`src/rtl/tx_uart.sv`:
```
`timescale 1ns/1ps
// tx_uart: 8N1 UART transmitter fed from a TX FIFO with one-cycle read latency.
// Each frame is a start bit, eight data bits LSB first and a stop bit, each CLKS_PER_BIT clocks long.
module tx_uart #(
    parameter int CLKS_PER_BIT = 434
) (
    input  logic       Clk,
    input  logic       RstB,
    input  logic       TxFfEmpty,
    input  logic [7:0] TxFfRdData,
    output logic       TxFfRdEn,
    output logic       SerialDataOut
);

    localparam int                BAUD_W    = $clog2(CLKS_PER_BIT);
    localparam logic [BAUD_W-1:0] BAUD_LAST = BAUD_W'(CLKS_PER_BIT - 1);

    typedef enum logic [2:0] {
        IDLE,
        READ,
        WAIT,
        START,
        DATA,
        STOP
    } txStateT;

    txStateT           state, stateNext;
    logic [BAUD_W-1:0] baudCnt, baudCntNext;
    logic [2:0]        bitCnt, bitCntNext;
    logic [7:0]        shiftReg, shiftRegNext;
    logic              rdEnNext;
    logic              serialNext;
    logic              bitDone;

    assign bitDone = (baudCnt == BAUD_LAST);

    always_comb begin
        // NOTE: every output of this block gets a default first, so no path can infer a latch.
        stateNext    = state;
        baudCntNext  = baudCnt + BAUD_W'(1);
        bitCntNext   = bitCnt;
        shiftRegNext = shiftReg;
        serialNext   = SerialDataOut;
        rdEnNext     = 1'b0;

        unique case (state)
            IDLE: begin
                baudCntNext = '0;
                serialNext  = 1'b1;
                if (!TxFfEmpty) begin
                    stateNext = READ;
                    rdEnNext  = 1'b1;
                end
            end
            READ: begin
                baudCntNext = '0;
                stateNext   = WAIT;
            end
            WAIT: begin
                // Read data is valid now, one cycle after the strobe; the start bit begins here too.
                baudCntNext  = '0;
                stateNext    = START;
                shiftRegNext = TxFfRdData;
                serialNext   = 1'b0;
            end
            START: begin
                if (bitDone) begin
                    baudCntNext  = '0;
                    stateNext    = DATA;
                    bitCntNext   = '0;
                    serialNext   = shiftReg[0];
                    shiftRegNext = shiftReg >> 1;
                end
            end
            DATA: begin
                if (bitDone) begin
                    baudCntNext = '0;
                    if (bitCnt == 3'd7) begin
                        stateNext  = STOP;
                        serialNext = 1'b1;
                    end else begin
                        bitCntNext   = bitCnt + 3'd1;
                        serialNext   = shiftReg[0];
                        shiftRegNext = shiftReg >> 1;
                    end
                end
            end
            STOP: begin
                if (bitDone) begin
                    baudCntNext = '0;
                    stateNext   = IDLE;
                end
            end
            default: stateNext = IDLE;
        endcase
    end

    // NOTE: state is updated with non-blocking assignments so every flop samples pre-edge values.
    always_ff @(posedge Clk) begin
        if (RstB) begin
            state         <= IDLE;
            baudCnt       <= '0;
            bitCnt        <= '0;
            shiftReg      <= '0;
            TxFfRdEn      <= 1'b0;
            SerialDataOut <= 1'b1;
        end else begin
            state         <= stateNext;
            baudCnt       <= baudCntNext;
            bitCnt        <= bitCntNext;
            shiftReg      <= shiftRegNext;
            TxFfRdEn      <= rdEnNext;
            SerialDataOut <= serialNext;
        end
    end

endmodule

```
`config.mk`:
```
export PLATFORM = sky130hd
export DESIGN_NAME = tx_uart
export DESIGN_NICKNAME = d
export VERILOG_FILES = /design/src/rtl/tx_uart.sv
export SDC_FILE = /design/constraint.sdc
export NUM_CORES = 1
export LEC_CHECK = 0
export ABC_AREA = 1
export CORE_MARGIN = 2
export CORE_UTILIZATION = 45
export CTS_CLUSTER_DIAMETER = 50
export DETAILED_ROUTE_END_ITERATION = 10
export PLACE_DENSITY_LB_ADDON = 0.12
export SETUP_SLACK_MARGIN = 0.2
export SYNTH_ARGS = -nofsm -noshare
export SYNTH_HDL_FRONTEND = slang
export SYNTH_SLANG_ARGS = --single-unit
```
`constraint.sdc`:
```
create_clock -name Clk -period 1.8 [get_ports Clk]
set_input_delay 0.36 -clock Clk [delete_from_list [all_inputs] [get_ports Clk]]
set_output_delay 0.36 -clock Clk [all_outputs]
set_load 0.05 [all_outputs]
```
### Word level (Yosys, flattened, before mapping)

Cells that the tools add are included.
Widths: inputs -> output; s select.

| cells by class | value |
|---|---|
| bitwise logic cells | 1 |
| add/sub/neg operators | 2 |
| equality and inequality tests | 13 |
| reduce and logical (&&, ||, !) cells | 11 |
| mux-type cells | 20 |

Operator list:

| operator | number |
|---|---|
| $mux 8 | 3 |
| $pmux 8 s3 | 1 |
| $mux 3 | 7 |
| $pmux 3 s6 | 1 |
| $pmux 9 s2 | 1 |
| $ne 2x2->1 const B | 6 |
| $add 9x1->9 const B | 1 |
| $eq 3x3->1 const B | 3 |
| $eq 9x9->1 const B | 1 |
| $mux 9 | 1 |
| $reduce_and 4->1 | 2 |
| $eq 3x2->1 const B | 2 |
| $pmux 3 s2 | 1 |
| $reduce_or 3->1 | 2 |
| $reduce_and 5->1 | 1 |
| $mux 1 | 4 |
| $pmux 1 s4 | 1 |
| $reduce_bool 4->1 | 1 |
| $add 3x1->3 const B | 1 |
| $eq 3x1->1 const B | 1 |
| $logic_not 3->1 | 1 |
| $reduce_and 3->1 | 1 |
| $reduce_bool 3->1 | 1 |
| $reduce_bool 2->1 | 1 |
| 2 further kinds | 2 |

| word-level totals | value |
|---|---|
| output and inout port bits | 2 |
| bits of input ports | 11 |
| register bits after elaboration | 25 |
| word-level logic and storage cells | 53 |

### Depth between registers and ports, before layout

| depth | value |
|---|---|
| depth after elaboration | 4 |
| mapped depth | 11 |
| mapped depth without buffers | 10 |

### Worst setup path before layout

Ideal clock, no wire load.

| timing path | value |
|---|---|
| kind | register to register |
| start | register bitCnt[0] |
| end | register shiftReg[0] |
| buffers on the path | 1 |
| library setup time | 0.113 ns |
| period minus slack after synthesis | 1.428 ns |
| arrival time | 1.316 ns |
| data required time | 1.687 ns |
| path slack | 0.372 ns |
| cell stages (with the launch flop) | 9 |
| cells stage by stage | dfxtp_1 -> ha_1 -> ha_1 -> nand3b_1 -> nand2_2 -> nand2_4 -> buf_6 -> nor2_1 -> nor2_1 |

| on the way | value |
|---|---|
| cells in the longest elaborated chain, start to end | 3 |

Ends and longest elaborated chain:

| item | RTL line | source |
|---|---|---|
| start: declaration | 29 | `logic [2:0] bitCnt, bitCntNext;` |
| start signal: assignment | 110 | `bitCnt <= bitCntNext;` |
| $eq 3x3->1 | 78 | `if (bitCnt == 3'd7) begin` |
| $ne 2x2->1 (no line) | - |  |
| $reduce_and 4->1 (no line) | - |  |
| end signal: assignment | 111 | `shiftReg <= shiftRegNext;` |
| end: declaration | 30 | `logic [7:0] shiftReg, shiftRegNext;` |

Every way passes these cells.
A chain may end at the register's enable or synchronous reset.

### Final worst setup path

| timing path | value |
|---|---|
| start | register bitCnt[0] |
| end | register shiftReg[6] |

Same word-level chain as after synthesis.

==> qor.yml <==
critical_path:
  crit_family: "simple AND/OR/NAND/NOR gates"
  critPathSlowestCell: "dfxtp_1"
  cpPeakStageDelay_ns: 0.35
  arrival_ns: 1.80
  startpoint_type: "flop"
  worstPathCellList: "ha_1, ha_1, nand3b_1, nand2_2, nand2_4, nand2_1, nand2_1, nor2_1"
  path_buf_inv: 0
  critical_path.max_fanout: 14
  endpoint_kind: "flop"
  cp_data_required_time_ns: 2.06
  path_class: "flop to flop"
synth:
  seq_area_frac_synth: 0.377
  synthDistinctLibCells: 23
  ys_warn_count: 0
  synth_top_flop_cell: "dfxtp_1"
  synth-edff-count: 0
  ys_ff_latch: 25
  netlist_area_sq_um: 1330
  syn_inst: 201
  synth_area_leaders: "dfxtp_1 38%, nand2_1 17%, nor2_1 12%"
  yosysTopAreaCellShare: 0.377
  synth.avg_cell_area_sq_um: 6.60
  ys_async_sr_fraction: 0
  syn-num-nets: 216
  yosys.area.top_type: "dfxtp_1"
power:
  p_per_area_nw_per_um2: 1360
  irDropWorstVdd_mv: 1.13
  power_w: 0.00204
  p_leak_nw: 0.674
finish:
  antenna_cells: 0
  finalNetCount: 232
  layout-drive-gt1-share: 0.0741
  areaGrowthSynthToFinish_pct: 13.5
  final_area_sq_um: 1510
  fin_util: 0.541
cts:
  clockBufferDepth: 2
  clock_sinks: 25
  clock-root-buffer: "clkbuf_4"
  h-tree-depth: 1
  worstSkewPairLatency_ns: 0.32
  cts_tree: "built"
  path_clk_slew_ns: 0.14
  numCtsBuffers: 3
floorplanning:
  coreArea_sq_um: 2780
  dieArea_sq_um: 3400
  dieWidth_microns: 58.3
  io_pins: 13
  initial_utilization: 0.477
  num_rows: 19
  die_h_microns: 58.3
global_routing:
  grt_max_degree: 18
  overflow: 0
  grt_pass1_wl_microns: 4560
  grt_use_total: 0.172
  grt_pass1_vias: 1169
  antenna_found_initial: 0
job:
  maxCapViolCount: 0
drt:
  routed_wl_microns: 2650
  vias_per_cell: 4.95
  drt_iter0_drc: 24
  firstDrtPassIters: 4
  ant_nets: 0
  wl_per_cell_microns: 10.7
  drc: 0
  via_count: 1222
sta:
  maxSlewHeadroom: 0.681
  rsz0062_at_grt: "yes"
  tns_ns: 0
  fin_ws_ns: 0.266
  finalSetupViolCount: 0
  max_slew.worst_pin.slew_ns: 0.481
  drv_slew: 0
  fin_crit_sh: 0.852
  timing.fmax_mhz: 652
  fin_crit_ns: 1.53
  finClkSkew_ns: 0.0101
  hold_violations: 0
place:
  place_area_sq_um: 1470
  gp_congestion: 0.832
  portBuffers: 12
  place_hpwl_microns: 2030
  place_ws_ns: 0.281
min_path:
  hold_class: "flop to flop"
outcome:
  status: "completed"
-- what timing repair did --
item                                    CTS  global route
hold buffers                              0             0
endpoints found under the setup margin    1            16
pin swaps                                 0             2
cloned                                    0             0
gates resized for setup                   1             1
setup buffers                             0             1
-- cell usage in the layout (no fill, tap or decap) --
cell type and count:
nand3b_1 2, nor4_1 1, dlygate4sd2_1 1, nand4_1 2
nand2_2 3, dfxtp_1 25, nand2_4 2, xnor2_1 1
o21ai_0 7, nand2_1 59, nor2_2 1, buf_4 3
nand3_1 15, ha_1 4, clkbuf_4 3, inv_1 18
clkdlybuf4s50_1 10, nor2_4 1, nor3_1 2, clkbuf_1 1
nor2_1 44, xor2_1 5, inv_2 2, o21ai_4 1
a21oi_1 3
-- state kept, by name, summed over array words and instances, names as in the netlist --
register and count:
baudCnt 9, shiftReg 8, bitCnt 3, state 3, SerialDataOut 1, TxFfRdEn 1
-- final cells by class --
type	instances	area [sq um]
Clock buffer	4	26.3
Fill cell	282	1280
Inverter	20	75.1
Multi-Input combinational cell	153	733
Sequential cell	25	500
Tap cell	31	38.8
Timing Repair Buffer	14	131
-- synth_stat cells (3+ instances only) --
library cell	instances
nor2_1	44
inv_1	18
o21ai_0	7
dfxtp_1	25
nand3_1	15
nand2_1	60
a21oi_1	3
xor2_1	5
ha_1	4
-- path summary, 6_finish.rpt --
path	start	to	slack (ns)	cells after the start
max	bitCnt[0]	shiftReg[6]	0.27	8
min	baudCnt[0]	baudCnt[0]	0.49	1
max reg2reg	bitCnt[0]	shiftReg[6]	0.27	8
min reg2reg	baudCnt[0]	baudCnt[0]	0.49	1
-- layer usage --
metal	share of wire	GRT usage
met3	0.034	0.0242
met4	0.026	0.103
met5	0	0
met2	0.47	0.303
met1	0.47	0.195
-- cells by family after synthesis --
kind of cell | synth area share
flops | 0.377
compound gates | 0.0500
fa+ha+maj | 0.0377
xor+xnor | 0.0396
buf+inv | 0.0717
simple gates | 0.424
-- power by group --
| part | total (W) | internal, W | switching [W] |
|---|---|---|---|
| sequential | 0.000786 | 0.000701 | 0.0000848 |
| combinational | 0.00100 | 0.000342 | 0.000658 |
| clock | 0.000256 | 0.0000868 | 0.000169 |
| total | 0.00204 | 0.00113 | 0.000912 |
-- stage by stage --
stage                     instances  hold slack, ns
after floorplan                 201           0.429
after global placement          242           0.444
after detailed placement        242           0.459
after CTS                       246           0.492
after global routing            247           0.505
final                           247           0.491
Power figures use the tool's default switching activity.
